===== config.mk =====
export PLATFORM = sky130hd
export DESIGN_NAME = bitmap_rmw_ctrl
export DESIGN_NICKNAME = d
export VERILOG_FILES = /design/src/rtl/bitmap_rmw_pkg.sv /design/src/rtl/bitmap_rmw_ctrl_ffz_enc.sv /design/src/rtl/bitmap_rmw_ctrl.sv
export SDC_FILE = /design/constraint.sdc
export NUM_CORES = 1
export LEC_CHECK = 0
export CAP_MARGIN = 20
export CORE_UTILIZATION = 45
export DETAILED_ROUTE_END_ITERATION = 10
export HOLD_SLACK_MARGIN = 0.05
export PLACE_DENSITY = 0.75
export SKIP_LAST_GASP = 1
export SYNTH_ARGS = -nofsm -noshare
export SYNTH_HDL_FRONTEND = slang
export SYNTH_SLANG_ARGS = --single-unit

===== constraint.sdc =====
create_clock -name clk -period 3.1 [get_ports clk]
set_clock_uncertainty 0.05 [all_clocks]
set_input_delay 0.93 -clock clk [delete_from_list [all_inputs] [get_ports clk]]
set_output_delay 0.93 -clock clk [all_outputs]
set_load 0.005 [all_outputs]

===== src/rtl/bitmap_rmw_pkg.sv =====
// Shared opcodes, FSM encoding and width helper for the page-bitmap RMW controller.
package bitmap_rmw_pkg;

  localparam logic [1:0] OP_READ  = 2'b00;
  localparam logic [1:0] OP_WRITE = 2'b01;
  localparam logic [1:0] OP_SET   = 2'b10;
  localparam logic [1:0] OP_CLR   = 2'b11;

  typedef enum logic {
    ST_INIT = 1'b0,
    ST_RUN  = 1'b1
  } state_t;

  // Ceiling log2, usable in constant expressions for port widths.
  function automatic int unsigned clog2(input int unsigned v);
    int unsigned r;
    r = 0;
    for (int unsigned i = 0; i < 32; i++) begin
      if ((32'd1 << i) < v) r = i + 1;
    end
    return r;
  endfunction

endpackage


===== src/rtl/bitmap_rmw_ctrl_ffz_enc.sv =====
// Lowest-zero priority encoder: idx of the least-significant 0 bit (0 if none), full when all ones.
module ffz_enc
  import bitmap_rmw_pkg::*;
#(
  parameter int unsigned DATA_WIDTH = 64
) (
  input  logic [DATA_WIDTH-1:0]        word,
  output logic [clog2(DATA_WIDTH)-1:0] idx,
  output logic                         full
);

  localparam int unsigned IDX_W = clog2(DATA_WIDTH);

  // Scan high to low so the lowest zero wins the last assignment.
  always_comb begin
    idx  = '0;
    full = &word;
    for (int i = int'(DATA_WIDTH) - 1; i >= 0; i--) begin
      if (!word[i]) idx = IDX_W'(i);
    end
  end

endmodule


===== src/rtl/bitmap_rmw_ctrl.sv =====
// Read-modify-write front end for the page-bitmap dpram: post-reset init sweep,
// two-stage RMW pipeline with forwarding over the RAM's read-first hazard.
module bitmap_rmw_ctrl
  import bitmap_rmw_pkg::*;
#(
  parameter int unsigned           DATA_WIDTH = 64,
  parameter int unsigned           ADDR_WIDTH = 6,
  parameter logic [DATA_WIDTH-1:0] INIT_VALUE = '0
) (
  input  logic                         clk,
  input  logic                         rst,
  output logic                         init_done,
  input  logic                         req_valid,
  output logic                         req_ready,
  input  logic [1:0]                   req_op,
  input  logic [ADDR_WIDTH-1:0]        req_addr,
  input  logic [DATA_WIDTH-1:0]        req_data,
  output logic                         rsp_valid,
  output logic [DATA_WIDTH-1:0]        rsp_old,
  output logic [DATA_WIDTH-1:0]        rsp_new,
  output logic [clog2(DATA_WIDTH)-1:0] rsp_ffz,
  output logic                         rsp_full,
  output logic [ADDR_WIDTH-1:0]        ram_addr_a,
  input  logic [DATA_WIDTH-1:0]        ram_q_a,
  output logic                         ram_wen_b,
  output logic [ADDR_WIDTH-1:0]        ram_addr_b,
  output logic [DATA_WIDTH-1:0]        ram_data_b
);

  localparam int unsigned IDX_W = clog2(DATA_WIDTH);

  state_t                  state;
  logic [ADDR_WIDTH-1:0]   init_addr;

  logic                    s1_valid;
  logic [1:0]              s1_op;
  logic [ADDR_WIDTH-1:0]   s1_addr;
  logic [DATA_WIDTH-1:0]   s1_data;
  logic                    s1_bypass;
  logic [DATA_WIDTH-1:0]   s1_fwd_word;

  logic                    accept;
  logic                    s1_wr;
  logic                    hazard;
  logic [DATA_WIDTH-1:0]   s1_base;
  logic [DATA_WIDTH-1:0]   s1_new;
  logic [IDX_W-1:0]        ffz_idx;
  logic                    ffz_full;

  assign req_ready  = init_done;
  assign accept     = req_valid && init_done;
  assign ram_addr_a = req_addr;
  assign s1_wr      = s1_valid && (s1_op != OP_READ);
  // An accept right behind a writing S1 op to the same word would read pre-write data.
  assign hazard     = s1_wr && (s1_addr == req_addr);

  // S1 modify: base word is either the forwarded result or the RAM read.
  always_comb begin
    s1_base = s1_bypass ? s1_fwd_word : ram_q_a;
    s1_new  = s1_base;
    case (s1_op)
      OP_READ:  s1_new = s1_base;
      OP_WRITE: s1_new = s1_data;
      OP_SET:   s1_new = s1_base | s1_data;
      OP_CLR:   s1_new = s1_base & ~s1_data;
      default:  s1_new = s1_base;
    endcase
  end

  ffz_enc #(
    .DATA_WIDTH (DATA_WIDTH)
  ) u_ffz (
    .word (s1_new),
    .idx  (ffz_idx),
    .full (ffz_full)
  );

  // Port B is shared by the init sweep and S1 write-back; never writes while rst is high.
  always_comb begin
    ram_wen_b  = 1'b0;
    ram_addr_b = s1_addr;
    ram_data_b = s1_new;
    if (!rst) begin
      if (state == ST_INIT) begin
        ram_wen_b  = 1'b1;
        ram_addr_b = init_addr;
        ram_data_b = INIT_VALUE;
      end else if (s1_wr) begin
        ram_wen_b  = 1'b1;
      end
    end
  end

  // Init sweep FSM: one word per cycle, then RUN until the next reset.
  always_ff @(posedge clk) begin
    if (rst) begin
      state     <= ST_INIT;
      init_addr <= '0;
      init_done <= 1'b0;
    end else begin
      case (state)
        ST_INIT: begin
          init_addr <= init_addr + 1'b1;
          if (init_addr == {ADDR_WIDTH{1'b1}}) begin
            state     <= ST_RUN;
            init_done <= 1'b1;
          end
        end
        ST_RUN: begin
          state <= ST_RUN;
        end
        default: begin
          state <= ST_INIT;
        end
      endcase
    end
  end

  // S0 capture into S1, and registered response from S1.
  always_ff @(posedge clk) begin
    if (rst) begin
      s1_valid    <= 1'b0;
      s1_op       <= OP_READ;
      s1_addr     <= '0;
      s1_data     <= '0;
      s1_bypass   <= 1'b0;
      s1_fwd_word <= '0;
      rsp_valid   <= 1'b0;
      rsp_old     <= '0;
      rsp_new     <= '0;
      rsp_ffz     <= '0;
      rsp_full    <= 1'b0;
    end else begin
      s1_valid <= accept;
      if (accept) begin
        s1_op       <= req_op;
        s1_addr     <= req_addr;
        s1_data     <= req_data;
        s1_bypass   <= hazard;
        s1_fwd_word <= s1_new;
      end
      rsp_valid <= s1_valid;
      if (s1_valid) begin
        rsp_old  <= s1_base;
        rsp_new  <= s1_new;
        rsp_ffz  <= ffz_idx;
        rsp_full <= ffz_full;
      end
    end
  end

endmodule


==> load_flow_metrics.sql <==
INSERT INTO impl_metrics (metric_group, metric, value, unit) VALUES
('status', 'run_status', 'finished, violations left', ''),
('status', 'violations_in_the_final_reports', 'negative setup slack', ''),
('worst_setup_path', 'timing.critical_path.cells', 'buf_6 > buf_12 > buf_16 > xor2_4 > buf_4 > a21oi_1 > nor2_1 > dlygate4sd2_1', ''),
('worst_setup_path', 'path_buf_inv', '5', ''),
('worst_setup_path', 'crit_path_max_fo', '8', ''),
('detailed_routing', 'routed-via-count', '14700', ''),
('yosys', 'synth_seq_cells', '282', ''),
('global_routing', 'grt-ovfl-total', '0', ''),
('worst_setup_path', 'worst_ep_required_time', '2.12', 'ns'),
('detailed_routing', 'first_pass_iteration_count_of_the_detailed_router', '5', ''),
('floorplanning', 'die_h', '176', 'um'),
('min_path', 'min_path_cells', '2', ''),
('detailed_routing', 'detail-route-antenna-nets', '0', ''),
('detailed_routing', 'routed_wirelength', '52100', 'um'),
('yosys', 'synth.area.top_cells', 'sky130_fd_sc_hd__dfxtp_1 (42%), sky130_fd_sc_hd__mux2i_1 (8.4%), sky130_fd_sc_hd__nand2_1 (7.9%)', ''),
('timing', 'timing.hold.ws', '0.405', 'ns'),
('global_routing', 'grt_pass1_wl', '77700', 'um'),
('floorplanning', 'initial_utilization', '0.457', ''),
('worst_setup_path', 'beginning_of_the_worst_register_to_register_path', 's1_op[1]$_SDFFE_PP0P_', ''),
('yosys', 'syn-mean-instance-area', '8.25', 'um2'),
('global_routing', 'grt_pass1_vias', '14300', ''),
('clocking', 'numClockSinks', '282', ''),
('clocking', 'cts_tree', 'yes', ''),
('clocking', 'cts_max_level', '1', ''),
('floorplanning', 'io_pins', '354', ''),
('worst_setup_path', 'crit-reg2reg-capture', 'rsp_ffz[1]$_SDFFE_PP0P_', ''),
('layout', 'mostFrequentLayoutCells', 'sky130_fd_sc_hd__nand2_1 (285), sky130_fd_sc_hd__dfxtp_1 (278), sky130_fd_sc_hd__clkdlybuf4s50_1 (268), sky130_fd_sc_hd__buf_4 (247), sky130_fd_sc_hd__nor2_1 (186)', ''),
('worst_setup_path', 'crit_slowest_cell', 'sky130_fd_sc_hd__dfxtp_4', ''),
('clocking', 'clock_root_buffer', 'sky130_fd_sc_hd__clkbuf_16', ''),
('power_and_ir_drop', 'pd_cells', '380', 'nW/um2'),
('detailed_routing', 'drtIter0Drc', '1224', ''),
('power_and_ir_drop', 'vdd_drop_max', '0.372', 'mV'),
('clocking', 'cts-root-to-sink-buffers', '3', ''),
('layout', 'layout-drive-gt1-share', '0.231', ''),
('worst_setup_path', 'ff2ff_path_depth', '13', ''),
('power_and_ir_drop', 'static_leakage', '7.72', 'nW'),
('job', 'max_cap_violations', '0', ''),
('timing', 'final-max-slew-violation-count', '0', ''),
('detailed_routing', 'drt-wirelength-per-cell', '20.0', 'um'),
('yosys', 'ys_async_sr_fraction', '0', ''),
('global_routing', 'maximum_number_of_pins_on_one_net_before_global_route_repair', '182', ''),
('timing', 'postLayoutSetupSlackWorst', '-0.109', 'ns'),
('floorplanning', 'coreArea', '29600', 'um2'),
('placement', 'placement.cell_area', '18700', 'um2'),
('timing', 'tightestPinTransition', '1.14', 'ns'),
('timing', 'max-slew-margin-rel', '0.240', ''),
('yosys', 'post_synth_num_cell_types', '62', ''),
('worst_setup_path', 'timing.critical_path.slowest_cell_delay', '0.35', 'ns'),
('layout', 'layout-area-overhead-vs-synth', '56.6', '%'),
('min_path', 'min_from', 's1_fwd_word[14]$_SDFFE_PP0P_', ''),
('timing', 'final.period_utilization', '1.04', ''),
('worst_setup_path', 'critical_path.endpoint_type', 'output pin', ''),
('yosys', 'ys_seq_area_frac', '0.417', ''),
('detailed_routing', 'post-route-drc-count', '0', ''),
('timing', 'min_period', '3.21', 'ns'),
('floorplanning', 'dieWidth', '176', 'um'),
('timing', 'setup-violations-final', '24', ''),
('worst_setup_path', 'criticalPathCategory', 'reg2out', ''),
('global_routing', 'grt_antenna_before_repair', '1', ''),
('layout', 'most_common_library_cell_in_the_layout_ignoring_fill_and_taps', 'sky130_fd_sc_hd__nand2_1', ''),
('worst_setup_path', 'crit_family', 'buffers and inverters', ''),
('yosys', 'synth_cells', '1642', ''),
('worst_setup_path', 'worstPathArrival', '2.23', 'ns'),
('global_routing', 'grtUsageTotal', '0.319', ''),
('clocking', 'clock_latency', '0.55', 'ns'),
('layout', 'finalCoreUtilization', '0.716', ''),
('yosys', 'post_synth_instance_area', '13500', 'um2'),
('placement', 'dp_hpwl', '33000', 'um'),
('yosys', 'synth_top_cell_area_share', '0.417', ''),
('floorplanning', 'rows', '63', ''),
('yosys', 'yosysTopAreaCell', 'sky130_fd_sc_hd__dfxtp_1', '');
-- how the worst max path moves through the flow --
stage                     startpoint              to  slack, ns  cells past startpoint
2_1_floorplan                    rst  ram_data_b[10]       0.25                      4
3_3_place_gp             ram_q_a[44]  ram_data_b[44]      -0.32                      5
3_5_place_dp             ram_q_a[63]  ram_data_b[63]      -0.34                      5
4_1_cts                  ram_q_a[15]  ram_data_b[15]      -0.26                      5
5_1_grt        s1_op[1]$_SDFFE_PP0P_  ram_data_b[31]      -0.18                      8
6_report       s1_op[1]$_SDFFE_PP0P_  ram_data_b[31]      -0.11                      8
-- tightest hold or removal path: cells and delay by family (launching register included) --
kind,cells,cell delay (ns)
and+or+nand+nor,1,0.05
AOI/OAI and AO/OA,1,0.05
DFF,1,0.31
-- synthesized netlist by cell type, types with 5 or more instances --
cell,n
sky130_fd_sc_hd__nand2_1,286
sky130_fd_sc_hd__dfxtp_1,282
sky130_fd_sc_hd__nor2_1,196
sky130_fd_sc_hd__a21oi_1,169
sky130_fd_sc_hd__mux2i_1,114
sky130_fd_sc_hd__clkbuf_1,86
sky130_fd_sc_hd__a211oi_1,68
sky130_fd_sc_hd__o21ai_0,62
sky130_fd_sc_hd__xnor2_1,59
sky130_fd_sc_hd__and2_1,48
sky130_fd_sc_hd__a22oi_2,27
sky130_fd_sc_hd__a22oi_1,26
sky130_fd_sc_hd__buf_4,21
sky130_fd_sc_hd__nand3_1,17
sky130_fd_sc_hd__nand2b_1,15
sky130_fd_sc_hd__nor3_1,13
sky130_fd_sc_hd__a22o_1,12
sky130_fd_sc_hd__o21ai_1,12
sky130_fd_sc_hd__xor2_1,11
sky130_fd_sc_hd__nand4_1,10
sky130_fd_sc_hd__buf_2,9
sky130_fd_sc_hd__buf_6,8
sky130_fd_sc_hd__mux2_2,8
sky130_fd_sc_hd__nor2b_1,8
sky130_fd_sc_hd__buf_1,7
sky130_fd_sc_hd__a32oi_1,5
-- timing repair --
item / 4_1_cts / 5_1_grt
endpoints found under the setup margin: 71 / 62
pin swaps: 58 / 54
gates cloned: 5 / 3
gates resized for setup: 180 / 125
setup buffers: 62 / 27
-- through the flow --
stage	total power (W)	setup TNS (ns)	setup slack [ns]	std cells
final	0.00807	-1.02	-0.109	2601
after floorplan	0.00397	0	0.254	1642
after CTS	0.00808	-3.41	-0.256	2576
after global placement	0.00450	-14.61	-0.317	2457
after global routing	0.00831	-3.23	-0.176	2601
after detailed placement	0.00451	-15.17	-0.339	2457
-- cell type report --
cell class | count | area, um2
Inverter | 5 | 18.8
Timing Repair Buffer | 650 | 6230
Fill cell | 2180 | 8420
Clock buffer | 44 | 903
Multi-Input combinational cell | 1220 | 7840
Antenna cell | 1 | 2.50
Tap cell | 390 | 488
Clock inverter | 9 | 70.1
Sequential cell | 282 | 5660
-- power breakdown --
part / leakage, nW / total [W] / internal (W) / switching [W]
clock: 0.492 / 0.00357 / 0.00208 / 0.00149
sequential: 2.27 / 0.00363 / 0.00362 / 0.00000454
combinational: 4.96 / 0.000873 / 0.000479 / 0.000394
-- flip-flops by register name (all words and copies together), names as in the netlist --
register / count
rsp_old: 64
init_done: 1
init_addr: 6
rsp_ffz: 6
rsp_full: 1
rsp_valid: 1
state: 1
s1_bypass: 1
s1_op: 2
s1_addr: 6
s1_valid: 1
rsp_new: 64
s1_fwd_word: 64
s1_data: 64
-- kinds of logic (layout without fill, tap and decap cells) --
logic type               after synthesis  count (layout)  share of synthesized area
AND/OR/NAND/NOR                      609             609                      0.192
buffers and inverters                140             708                     0.0536
multiplexers                         122             122                     0.0909
AO/OA/AOI/OAI                        418             418                      0.200
XOR/XNOR                              70              70                     0.0452
other                                  0               1                          0
flip-flops                           282             282                      0.417
adder cells (fa/ha/maj)                1               1                   0.000923
-- routing by layer --
layer / up-vias / track usage / part of all wire
met3: 120 / 0.0580 / 0.079
met5: - / 0 / 0
met4: 0 / 0.119 / 0.035
met1: 7138 / 0.400 / 0.41
li1: 6765 / - / -
met2: 683 / 0.543 / 0.48
Note: power is estimated with default switching activity, not from simulation.
